File: src/rtl/ws2812b_frame_ctrl_pkg.sv
// Shared constants for the WS2812B receive sequencer: register map,
// register bit positions, sequencer states and the default idle threshold.
package ws2812b_pkg;

    localparam int IDLE_DEFAULT = 3200;

    localparam logic [3:0] ADDR_CTRL   = 4'h0;
    localparam logic [3:0] ADDR_COLOR  = 4'h4;
    localparam logic [3:0] ADDR_STATUS = 4'h8;
    localparam logic [3:0] ADDR_THRESH = 4'hC;

    localparam int CTRL_EN      = 0;
    localparam int CTRL_IRQ_EN  = 1;
    localparam int STAT_NEW     = 0;
    localparam int STAT_IDLE    = 1;
    localparam int STAT_OVERRUN = 2;

    typedef enum logic [1:0] {
        S_DISABLED = 2'd0,
        S_SYNC     = 2'd1,
        S_CAPTURE  = 2'd2,
        S_PASS     = 2'd3
    } state_t;

endpackage

File: src/rtl/ws2812b_frame_ctrl_if.sv
// CPU register bus of the WS2812B receive sequencer.
interface ws2812b_frame_ctrl_if;

    logic [3:0]  reg_addr;
    logic [31:0] reg_wdata;
    logic        reg_we;
    logic [31:0] reg_rdata;

    modport master (output reg_addr, output reg_wdata, output reg_we, input reg_rdata);
    modport slave  (input reg_addr, input reg_wdata, input reg_we, output reg_rdata);

endinterface

File: src/rtl/ws2812b_frame_ctrl_idle_det.sv
// Line-idle detector: counts consecutive low cycles of DIN (saturating)
// and flags idle once the count reaches the programmable threshold.
module ws2812b_idle_det #(
    parameter int CNT_W = 16
) (
    input  logic             clk,
    input  logic             rst_n,
    input  logic             i_din,
    input  logic [CNT_W-1:0] i_thresh,
    output logic             o_idle
);

    logic [CNT_W-1:0] r_cnt;
    logic [CNT_W-1:0] w_cnt_nxt;
    logic             r_idle;

    always_comb begin
        w_cnt_nxt = r_cnt;
        if (i_din) begin
            w_cnt_nxt = '0;
        end else if (r_cnt != '1) begin
            w_cnt_nxt = r_cnt + 1'b1;
        end
    end

    // Threshold is never 0, so a high line always forces idle low next cycle.
    always_ff @(posedge clk or negedge rst_n) begin
        if (!rst_n) begin
            r_cnt  <= '0;
            r_idle <= 1'b0;
        end else begin
            r_cnt  <= w_cnt_nxt;
            r_idle <= (w_cnt_nxt >= i_thresh);
        end
    end

    assign o_idle = r_idle;

endmodule

File: src/rtl/ws2812b_frame_ctrl.sv
// WS2812B receive sequencer: assembles decoded bits into bytes, captures the
// first GRB triplet after each line-idle gap and owns the register file.
module ws2812b_frame_ctrl #(
    parameter int IDLE_DEFAULT = ws2812b_pkg::IDLE_DEFAULT,
    parameter int CNT_W        = 16
) (
    input  logic       clk,
    input  logic       rst_n,
    input  logic       din_sync,
    input  logic       bit_valid,
    input  logic       bit_value,
    output logic       byte_valid,
    output logic [7:0] byte_data,
    output logic       idle,
    output logic       irq,
    ws2812b_frame_ctrl_if.slave bus
);
    import ws2812b_pkg::*;

    state_t           r_state, w_state_nxt;
    logic [1:0]       r_ctrl;
    logic [CNT_W-1:0] r_thresh;
    logic [23:0]      r_color;
    logic [7:0]       r_g, r_r, r_frame_cnt, r_byte_data;
    logic [6:0]       r_shift;
    logic [2:0]       r_bit_cnt;
    logic [1:0]       r_byte_cnt;
    logic             r_byte_valid, r_new_color, r_overrun, r_irq;
    logic             w_idle, w_en, w_flush, w_capture;
    logic             w_wr_ctrl, w_wr_status, w_wr_thresh;
    logic             w_new_color_nxt, w_overrun_nxt;
    logic             w_unused_wdata;

    ws2812b_idle_det #(.CNT_W(CNT_W)) u_idle_det (
        .clk      (clk),
        .rst_n    (rst_n),
        .i_din    (din_sync),
        .i_thresh (r_thresh),
        .o_idle   (w_idle)
    );

    assign w_en        = r_ctrl[CTRL_EN];
    assign w_flush     = !w_en || w_idle || !(r_state == S_CAPTURE || r_state == S_PASS);
    assign w_capture   = w_en && !w_idle && (r_state == S_CAPTURE) && r_byte_valid
                         && (r_byte_cnt == 2'd3);
    assign w_wr_ctrl   = bus.reg_we && (bus.reg_addr == ADDR_CTRL);
    assign w_wr_status = bus.reg_we && (bus.reg_addr == ADDR_STATUS);
    assign w_wr_thresh = bus.reg_we && (bus.reg_addr == ADDR_THRESH);

    // A capture in the same cycle as a write-1-clear keeps the sticky bit set.
    assign w_new_color_nxt = w_capture ? 1'b1 :
                             (w_wr_status && bus.reg_wdata[STAT_NEW]) ? 1'b0 : r_new_color;
    assign w_overrun_nxt   = (w_capture && r_new_color) ? 1'b1 :
                             (w_wr_status && bus.reg_wdata[STAT_OVERRUN]) ? 1'b0 : r_overrun;
    assign w_unused_wdata  = ^bus.reg_wdata;

    always_ff @(posedge clk or negedge rst_n) begin
        if (!rst_n) r_state <= S_DISABLED;
        else        r_state <= w_state_nxt;
    end

    always_comb begin
        w_state_nxt = r_state;
        if (!w_en) begin
            w_state_nxt = S_DISABLED;
        end else begin
            case (r_state)
                S_DISABLED: w_state_nxt = S_SYNC;
                S_SYNC:     if (w_idle) w_state_nxt = S_CAPTURE;
                S_CAPTURE:  if (w_capture) w_state_nxt = S_PASS;
                S_PASS:     if (w_idle) w_state_nxt = S_CAPTURE;
                default:    w_state_nxt = S_DISABLED;
            endcase
        end
    end

    // Byte assembly; the byte counter saturates at 3 so PASS keeps pulsing.
    always_ff @(posedge clk or negedge rst_n) begin
        if (!rst_n) begin
            r_shift      <= '0;
            r_bit_cnt    <= '0;
            r_byte_cnt   <= '0;
            r_byte_valid <= 1'b0;
            r_byte_data  <= '0;
            r_g          <= '0;
            r_r          <= '0;
        end else begin
            r_byte_valid <= 1'b0;
            if (w_flush) begin
                r_shift    <= '0;
                r_bit_cnt  <= '0;
                r_byte_cnt <= '0;
            end else begin
                if (bit_valid) begin
                    r_shift   <= {r_shift[5:0], bit_value};
                    r_bit_cnt <= r_bit_cnt + 3'd1;
                    if (r_bit_cnt == 3'd7) begin
                        r_byte_valid <= 1'b1;
                        r_byte_data  <= {r_shift, bit_value};
                        if (r_byte_cnt != 2'd3) r_byte_cnt <= r_byte_cnt + 2'd1;
                    end
                end
                if (r_byte_valid && (r_state == S_CAPTURE)) begin
                    if (r_byte_cnt == 2'd1) r_g <= r_byte_data;
                    if (r_byte_cnt == 2'd2) r_r <= r_byte_data;
                end
            end
        end
    end

    always_ff @(posedge clk or negedge rst_n) begin
        if (!rst_n) begin
            r_ctrl      <= '0;
            r_thresh    <= CNT_W'(IDLE_DEFAULT);
            r_color     <= '0;
            r_frame_cnt <= '0;
            r_new_color <= 1'b0;
            r_overrun   <= 1'b0;
            r_irq       <= 1'b0;
        end else begin
            if (w_wr_ctrl) r_ctrl <= bus.reg_wdata[1:0];
            if (w_wr_thresh) begin
                r_thresh <= (bus.reg_wdata[CNT_W-1:0] == '0) ? CNT_W'(1)
                                                              : bus.reg_wdata[CNT_W-1:0];
            end
            if (w_capture) begin
                r_color     <= {r_r, r_g, r_byte_data};
                r_frame_cnt <= r_frame_cnt + 8'd1;
            end
            r_new_color <= w_new_color_nxt;
            r_overrun   <= w_overrun_nxt;
            r_irq       <= w_new_color_nxt & r_ctrl[CTRL_IRQ_EN];
        end
    end

    always_comb begin
        bus.reg_rdata = '0;
        case (bus.reg_addr)
            ADDR_CTRL:   bus.reg_rdata = {30'd0, r_ctrl};
            ADDR_COLOR:  bus.reg_rdata = {8'h00, r_color};
            ADDR_STATUS: bus.reg_rdata = {16'd0, r_frame_cnt, 5'd0, r_overrun, w_idle, r_new_color};
            ADDR_THRESH: bus.reg_rdata = 32'(r_thresh);
            default:     bus.reg_rdata = '0;
        endcase
    end

    assign byte_valid = r_byte_valid;
    assign byte_data  = r_byte_data;
    assign idle       = w_idle;
    assign irq        = r_irq;

endmodule

File: src/flat_wrapper.sv
// flat-port wrapper written by rule: the top's interface ports become plain ports
module ws2812b_frame_ctrl_flat import ws2812b_pkg::*;
#(
    parameter int IDLE_DEFAULT = ws2812b_pkg::IDLE_DEFAULT,
    parameter int CNT_W        = 16
)
  (clk, rst_n, din_sync, bit_valid, bit_value, byte_valid, byte_data, idle, irq, bus_reg_addr, bus_reg_wdata, bus_reg_we, bus_reg_rdata);
  ws2812b_frame_ctrl_if bus_i ();
  input  logic clk;
  input  logic rst_n;
  input  logic din_sync;
  input  logic bit_valid;
  input  logic bit_value;
  output logic byte_valid;
  output logic [7:0] byte_data;
  output logic idle;
  output logic irq;
  input wire logic [$bits(bus_i.reg_addr)-1:0] bus_reg_addr;
  input wire logic [$bits(bus_i.reg_wdata)-1:0] bus_reg_wdata;
  input wire logic [$bits(bus_i.reg_we)-1:0] bus_reg_we;
  output wire logic [$bits(bus_i.reg_rdata)-1:0] bus_reg_rdata;
  assign bus_i.reg_addr = bus_reg_addr;
  assign bus_i.reg_wdata = bus_reg_wdata;
  assign bus_i.reg_we = bus_reg_we;
  assign bus_reg_rdata = bus_i.reg_rdata;
  ws2812b_frame_ctrl #(.IDLE_DEFAULT(IDLE_DEFAULT), .CNT_W(CNT_W)) u_core (.clk(clk), .rst_n(rst_n), .din_sync(din_sync), .bit_valid(bit_valid), .bit_value(bit_value), .byte_valid(byte_valid), .byte_data(byte_data), .idle(idle), .irq(irq), .bus(bus_i));
endmodule
File: config.mk
export PLATFORM = sky130hd
export DESIGN_NAME = ws2812b_frame_ctrl_flat
export DESIGN_NICKNAME = d
export VERILOG_FILES = /design/src/rtl/ws2812b_frame_ctrl_pkg.sv /design/src/rtl/ws2812b_frame_ctrl_if.sv /design/src/rtl/ws2812b_frame_ctrl_idle_det.sv /design/src/rtl/ws2812b_frame_ctrl.sv /design/src/flat_wrapper.sv
export SDC_FILE = /design/constraint.sdc
export NUM_CORES = 1
export LEC_CHECK = 0
export CAP_MARGIN = 20
export CORE_UTILIZATION = 55
export DETAILED_ROUTE_END_ITERATION = 16
export DONT_BUFFER_PORTS = 1
export GPL_TIMING_DRIVEN = 1
export PLACE_DENSITY = 0.73
export SYNTH_ARGS = -nofsm -noshare
export SYNTH_HDL_FRONTEND = slang
export SYNTH_SLANG_ARGS = --single-unit
File: constraint.sdc
create_clock -name clk -period 2.5 [get_ports clk]
set_input_delay 0.25 -clock clk [delete_from_list [all_inputs] [get_ports clk]]
set_output_delay 0.25 -clock clk [all_outputs]
set_load 0.01 [all_outputs]
==> results.toml, run 1 <==
[status]
run_status = "finished, violations left"
violations = "negative hold slack, negative setup slack"

[timing]
tns_ns = -0.0484
worst_slack_ns = -0.0484
final-hold-violation-count = 109
setup_viol = 1
finalCritPeriodShare_pct = 102
relSlewSlack_pct = 62.7
fmax_ghz = 0.392
drv_slew = 0
worst_pin_slew_ns = 0.555
hold_slack_ns = -0.457
period_minus_slack_ns = 2.55
skew_ns = 0.0117
rsz0062_at_grt = "yes"

[global_route]
grt_util_all_layers_pct = 26.1
grt_pass1_wl_um = 19700
grt_overflow = 0
grt_start_max_net_pins = 110
grt_pass1_vias = 3839
antenna_found_initial = 0

[clock_network]
insertion_delay_ns = 0.38
cts_inserted_buffers = 9
clockRootBuffer = "clkbuf_8"
cts_tree = "done"
h-tree-depth = 3
clk_pin_slew_worst_paths_ns = 0.11
cts.sinks = 109
clockBufferDepth = 2

[synthesis]
yosysTopAreaCellShare_pct = 49.9
yosys_most_used_dff = "dfrtp_1"
yosys.area_share.xor_xnor_pct = 1.81
avgSynthCellArea_um2 = 11.8
synthSimpleGateAreaFrac_pct = 13.8
synthCells = 450
synth_cell_types = 52
syn_area_um2 = 5320
muxShareOfSynthArea_pct = 16.2
async_reset_ff_share_pct = 100
ys_seq_area_share_pct = 51.4
synth_warnings = 0
yosys.area.top_type = "dfrtp_1"
yosys-top-cells-area = "dfrtp_1 50%, mux2_1 8.7%, ha_1 5.4%"
synth_seq_cells = 109
synthAdderAreaFrac_pct = 5.41
synth-edff-count = 0
synth_common_cells = "106 x dfrtp_1, 41 x mux2_1, 33 x nand2_1"
yosysMostFrequentCell = "dfrtp_1"
synth_top_family_by_area = "multiplexers"
synth-compound-area-share_pct = 7.27

[job]
timing.max_cap.violations = 0

[cells_and_area]
post_route_cells_drive_above_1_share_pct = 23.7
finalNetCount = 579
diodes = 0
fin_util_pct = 67.8
area_delta_synth_final_pct = 18.3
n_fill_cell = 702
finish.cell_count_without_fillers = 648

[floorplan]
initial_core_util_pct = 57.3
die-area_um2 = 10100
die_h_um = 100
coreArea_um2 = 9280
ioPinCount = 85
num_rows = 35
die_x_um = 100

[worst_setup_path]
r2r_start = "u_core.u_idle_det.r_cnt[0]"
setup.worst_path.start = "u_core.u_idle_det.r_cnt[0]"
endpoint_kind = "flip-flop"
crit_fanout = 5
critPathCapture = "u_core.u_idle_det.o_idle"
required_ns = 2.82
startpoint_type = "flip-flop"
worst-setup-path-type = "reg2reg"
cp.arrival_ns = 2.87
ff2ff_setup_slack_ns = -0.05
r2r-end = "u_core.u_idle_det.o_idle"
ff2ff_path_depth = 12

[place]
dpl.hpwl_um = 8610
io_buffer_count = 0
pre_cts_slack_ns = -0.172
gp_congestion = 0.840
dp.cells = 600

[routing]
via_count = 3767
drt-wirelength-per-cell_um = 19.4
first_pass_iters = 4
drt-initial-drc-count = 173
drc_errors = 0
ant_nets = 0
viasPerCell = 5.81
wirelength_um = 12600

[power]
powerDensity_nw_per_um2 = 529
p_leak_nw = 3.13
peakVddDrop_mv = 0.467

[min_path]
hold_class = "in2async"
-- registers in the layout, summed over array words and instances (netlist names), 2 cells and up --
signal                   count
u_core.r_ctrl                2
u_core.r_thresh             16
u_core.u_idle_det.r_cnt     16
u_core.r_byte_cnt            2
u_core.r_state               2
u_core.r_frame_cnt           8
u_core.r_bit_cnt             3
u_core.r_g                   8
u_core.byte_data             8
u_core.r_color              24
u_core.r_r                   8
u_core.r_shift               7
-- stage by stage --
step / power [mW] / cell area (um^2)
final: 3.33 / 6290
after global routing: 3.45 / 6290
after CTS: 3.32 / 6190
after detailed placement: 2.20 / 5670
after global placement: 2.18 / 5670
after floorplan: 2.12 / 5360
-- layer usage --
layer / global-route usage, % / up-vias / wire [um]
met2: 44.7 / 89 / 6500
li1: - / 1726 / -
met4: 9.81 / 0 / 317
met3: 5.92 / 22 / 610
met1: 32.2 / 1930 / 5120
met5: 0 / - / 0
-- power breakdown --
group          internal (mW)  switching [mW]  leakage, nW
Clock                  0.478           0.636        0.106
Sequential              1.85          0.0796         1.48
Combinational          0.141           0.145         1.54
-- worst max-delay path, cell delays in order (launching register included) --
cell,delay (ns)
dfrtp_1,0.42
buf_4,0.15
nand4_1,0.13
buf_4,0.17
nor4_4,0.29
xnor2_1,0.18
a21oi_2,0.10
ha_1,0.30
nand4_1,0.20
buf_4,0.21
nor2_4,0.10
nand4_1,0.10
o21ai_1,0.13
-- cells in the final DEF (no fill, tap or decap), types with 13 or more instances in the layout --
master	Yosys	layout
mux2_2	25	25
a22oi_1	13	13
buf_4	9	44
ha_1	23	22
mux2_1	41	41
dfrtp_1	106	104
nand2_1	33	33
dlygate4sd3_1	0	23
nor2_1	19	17
inv_1	23	22
-- cell type report --
type / count / area (um^2) / share of cell area (%)
clock buffer: 9 / 124 / 1.97
clock inverter: 7 / 77.6 / 1.23
inverter: 23 / 86.3 / 1.37
multi-input combinational: 303 / 2540 / 40.3
sequential: 109 / 2730 / 43.4
tap: 129 / 161 / 2.57
timing repair buffer: 68 / 572 / 9.09
-- cell families after synthesis --
logic type | after synthesis
fa+ha+maj | 23
simple gates | 125
other cells | 1
buf+inv | 45
mux | 78
flops | 109
xor+xnor | 11
compound gates | 58
-- how the worst min path moves through the flow --
stage	end	slack (ns)
6_report	u_core.u_idle_det.r_cnt[12]	-0.46
5_1_grt	u_core.u_idle_det.r_cnt[13]	-0.47
4_1_cts	u_core.u_idle_det.r_cnt[13]	-0.47
3_5_place_dp	u_core.u_idle_det.r_cnt[10]	-0.04
3_3_place_gp	u_core.u_idle_det.r_cnt[13]	-0.04
2_1_floorplan	u_core.byte_data[0]	-0.05
-- repair_timing --
item,4_1_cts,5_1_grt
gates resized for setup,14,15
buffers inserted,5,4
hold endpoints to repair,131,110
pin swaps,9,15
endpoints found under the setup margin,1,1
hold buffers,22,1
No activity file was read; power rests on OpenSTA's default activity.
==> run 2, diff against run 1 <==
CTS_BUF_LIST = sky130_fd_sc_hd__clkbuf_8   (was not set)
==> results of run 2 <==
Final layout, timing and power as in run 1 (identical DEF).
==> run 3, diff against run 2 <==
CORE_UTILIZATION = 50   (was 55)
PLACE_DENSITY = 0.68   (was 0.73)
==> results.toml, run 3 (synthesis gave the netlist of run 1 again) <==
[floorplan]
initial_core_util_pct = 51.5
ioPinCount = 85
die-area_um2 = 11100
die_h_um = 105
coreArea_um2 = 10300
num_rows = 37
die_x_um = 105

[power]
powerDensity_nw_per_um2 = 533
power_frac_clock_pct = 34.8
pwr-share-seq_pct = 57.1
peakVddDrop_mv = 0.349
power_mw = 3.37
intPower_mw = 2.56
p_leak_nw = 3.12
p_sw_uw = 809
p_comb_share_pct = 8.1
switching_share_pct = 24.0

[timing]
period_minus_slack_ns = 2.61
setup_viol = 1
final-hold-violation-count = 109
skew_ns = 0.0128
worst_pin_slew_ns = 0.719
hold_slack_ns = -0.440
relSlewSlack_pct = 51.8
rsz0062_at_grt = "yes"
drv_slew = 0
finalCritPeriodShare_pct = 104
fmax_ghz = 0.383
worst_slack_ns = -0.108

[worst_setup_path]
endpoint_kind = "flip-flop"
startpoint_type = "flip-flop"
crit_fanout = 3
cp.arrival_ns = 2.86
ff2ff_setup_slack_ns = -0.11
ff2ff_path_depth = 11
r2r_start = "u_core.u_idle_det.r_cnt[1]"
r2r-end = "u_core.u_idle_det.o_idle"
worst-setup-path-type = "reg2reg"
required_ns = 2.75

[place]
pre_cts_slack_ns = -0.143
dpl.hpwl_um = 8140
gp_congestion = 0.816
io_buffer_count = 0

[global_route]
antenna_found_initial = 0
grt_pass1_vias = 3784
grt_util_all_layers_pct = 22.7
grt_overflow = 0
grt_start_max_net_pins = 110
grt_pass1_wl_um = 19200

[routing]
drt-initial-drc-count = 277
via_count = 3692
drt-wirelength-per-cell_um = 18.1
first_pass_iters = 4
viasPerCell = 5.60
wirelength_um = 11900
drc_errors = 0
ant_nets = 0

[clock_network]
h-tree-depth = 3
clockRootBuffer = "clkbuf_8"
clk_pin_slew_worst_paths_ns = 0.10
cts_inserted_buffers = 9
insertion_delay_ns = 0.37
cts_tree = "done"
clockBufferDepth = 2
cts_hold_buf = 29
cts.sinks = 109

[cells_and_area]
n_fill_cell = 849
top_regs = "u_core.r_color x24, u_core.r_thresh x16, u_core.u_idle_det.r_cnt x16"
diodes = 0
post_route_cells_drive_above_1_share_pct = 22.2
layout_common_cells = "105 x dfrtp_1, 42 x buf_4, 41 x mux2_1, 33 x nand2_1, 29 x dlygate4sd3_1"
multi_input_area_um2 = 2490
seq_area_um2 = 2730
final_common_cell = "dfrtp_1"
area_delta_synth_final_pct = 18.8
registers.top_by_ff_count = "u_core.r_color"
largest_reg_flops = 24
finalNetCount = 583

[job]
timing.max_cap.violations = 0

[status]
run_status = "finished, violations left"
violations = "negative hold slack, negative setup slack"

[min_path]
hold_class = "in2async"
==> run 3: cell type report <==
type                    instances  area share [%]
multi-input cells             303            39.4
repair buffers                 72            9.76
clock buffers                   9            1.96
clock inverters                 7            1.54
inverters                      23            1.37
well taps                     136            2.69
flip-flops and latches        109            43.2
==> run 3: per-stage QoR <==
| step | instance area, um^2 | utilization, % | cells | hold slack [ns] | setup TNS (ns) |
|---|---|---|---|---|---|
| 4_1_cts | 6220 | 60.2 | 653 | -0.460 | -0.0835 |
| 6_report | 6320 | 61.2 | 659 | -0.440 | -0.108 |
| 3_5_place_dp | 5650 | 54.8 | 604 | -0.0416 | -0.143 |
| 3_3_place_gp | 5650 | 54.8 | 604 | -0.0423 | -0.128 |
| 2_1_floorplan | 5360 | - | 457 | -0.0456 | 0 |
| 5_1_grt | 6320 | 61.2 | 659 | -0.462 | -0.213 |
==> run 3: worst max-delay path by stage <==
stage / startpoint / to / slack (ns) / cells after the start
4_1_cts: u_core.u_idle_det.r_cnt[1] / u_core.u_idle_det.o_idle / -0.08 / 9
5_1_grt: u_core.u_idle_det.r_cnt[1] / u_core.u_idle_det.o_idle / -0.21 / 11
6_report: u_core.u_idle_det.r_cnt[1] / u_core.u_idle_det.o_idle / -0.11 / 11
3_5_place_dp: u_core.u_idle_det.r_cnt[0] / u_core.u_idle_det.o_idle / -0.14 / 9
2_1_floorplan: u_core.u_idle_det.r_cnt[0] / u_core.u_idle_det.o_idle / 0.03 / 11
3_3_place_gp: u_core.u_idle_det.r_cnt[0] / u_core.u_idle_det.o_idle / -0.13 / 10
==> run 3: metal layers <==
| metal | vias up | share of wire (%) | track usage [%] |
|---|---|---|---|
| met5 | - | 0 | 0 |
| met4 | 0 | 1.4 | 6.44 |
| met3 | 14 | 4.5 | 4.37 |
| met2 | 70 | 52 | 40.0 |
| met1 | 1872 | 42 | 28.2 |
| li1 | 1736 | - | - |
==> run 3: power groups by stage <==
stage	combinational, mW	sequential (mW)	clock, mW
3_3_place_gp	0.230	1.95	0
6_report	0.272	1.92	1.17
4_1_cts	0.273	1.92	1.20
2_1_floorplan	0.195	1.93	0
3_5_place_dp	0.243	1.96	0
5_1_grt	0.308	1.93	1.25
==> run 3: timing repair <==
action	4_1_cts	5_1_grt
hold endpoints to repair	138	109
buffers inserted	4	6
gates resized for setup	6	12
setup endpoints to repair	1	1
pin swaps	13	13
==> run 3: worst max-delay path, cell delays in order (launching register included) <==
cell and delay [ns]:
dfrtp_1 0.39, buf_4 0.13, nand4_1 0.14, buf_4 0.20, nor4_2 0.30, xnor2_1 0.12, a21oi_1 0.25, ha_1 0.28
nand4_1 0.13, inv_1 0.06, a2111oi_0 0.38, o21ai_1 0.11
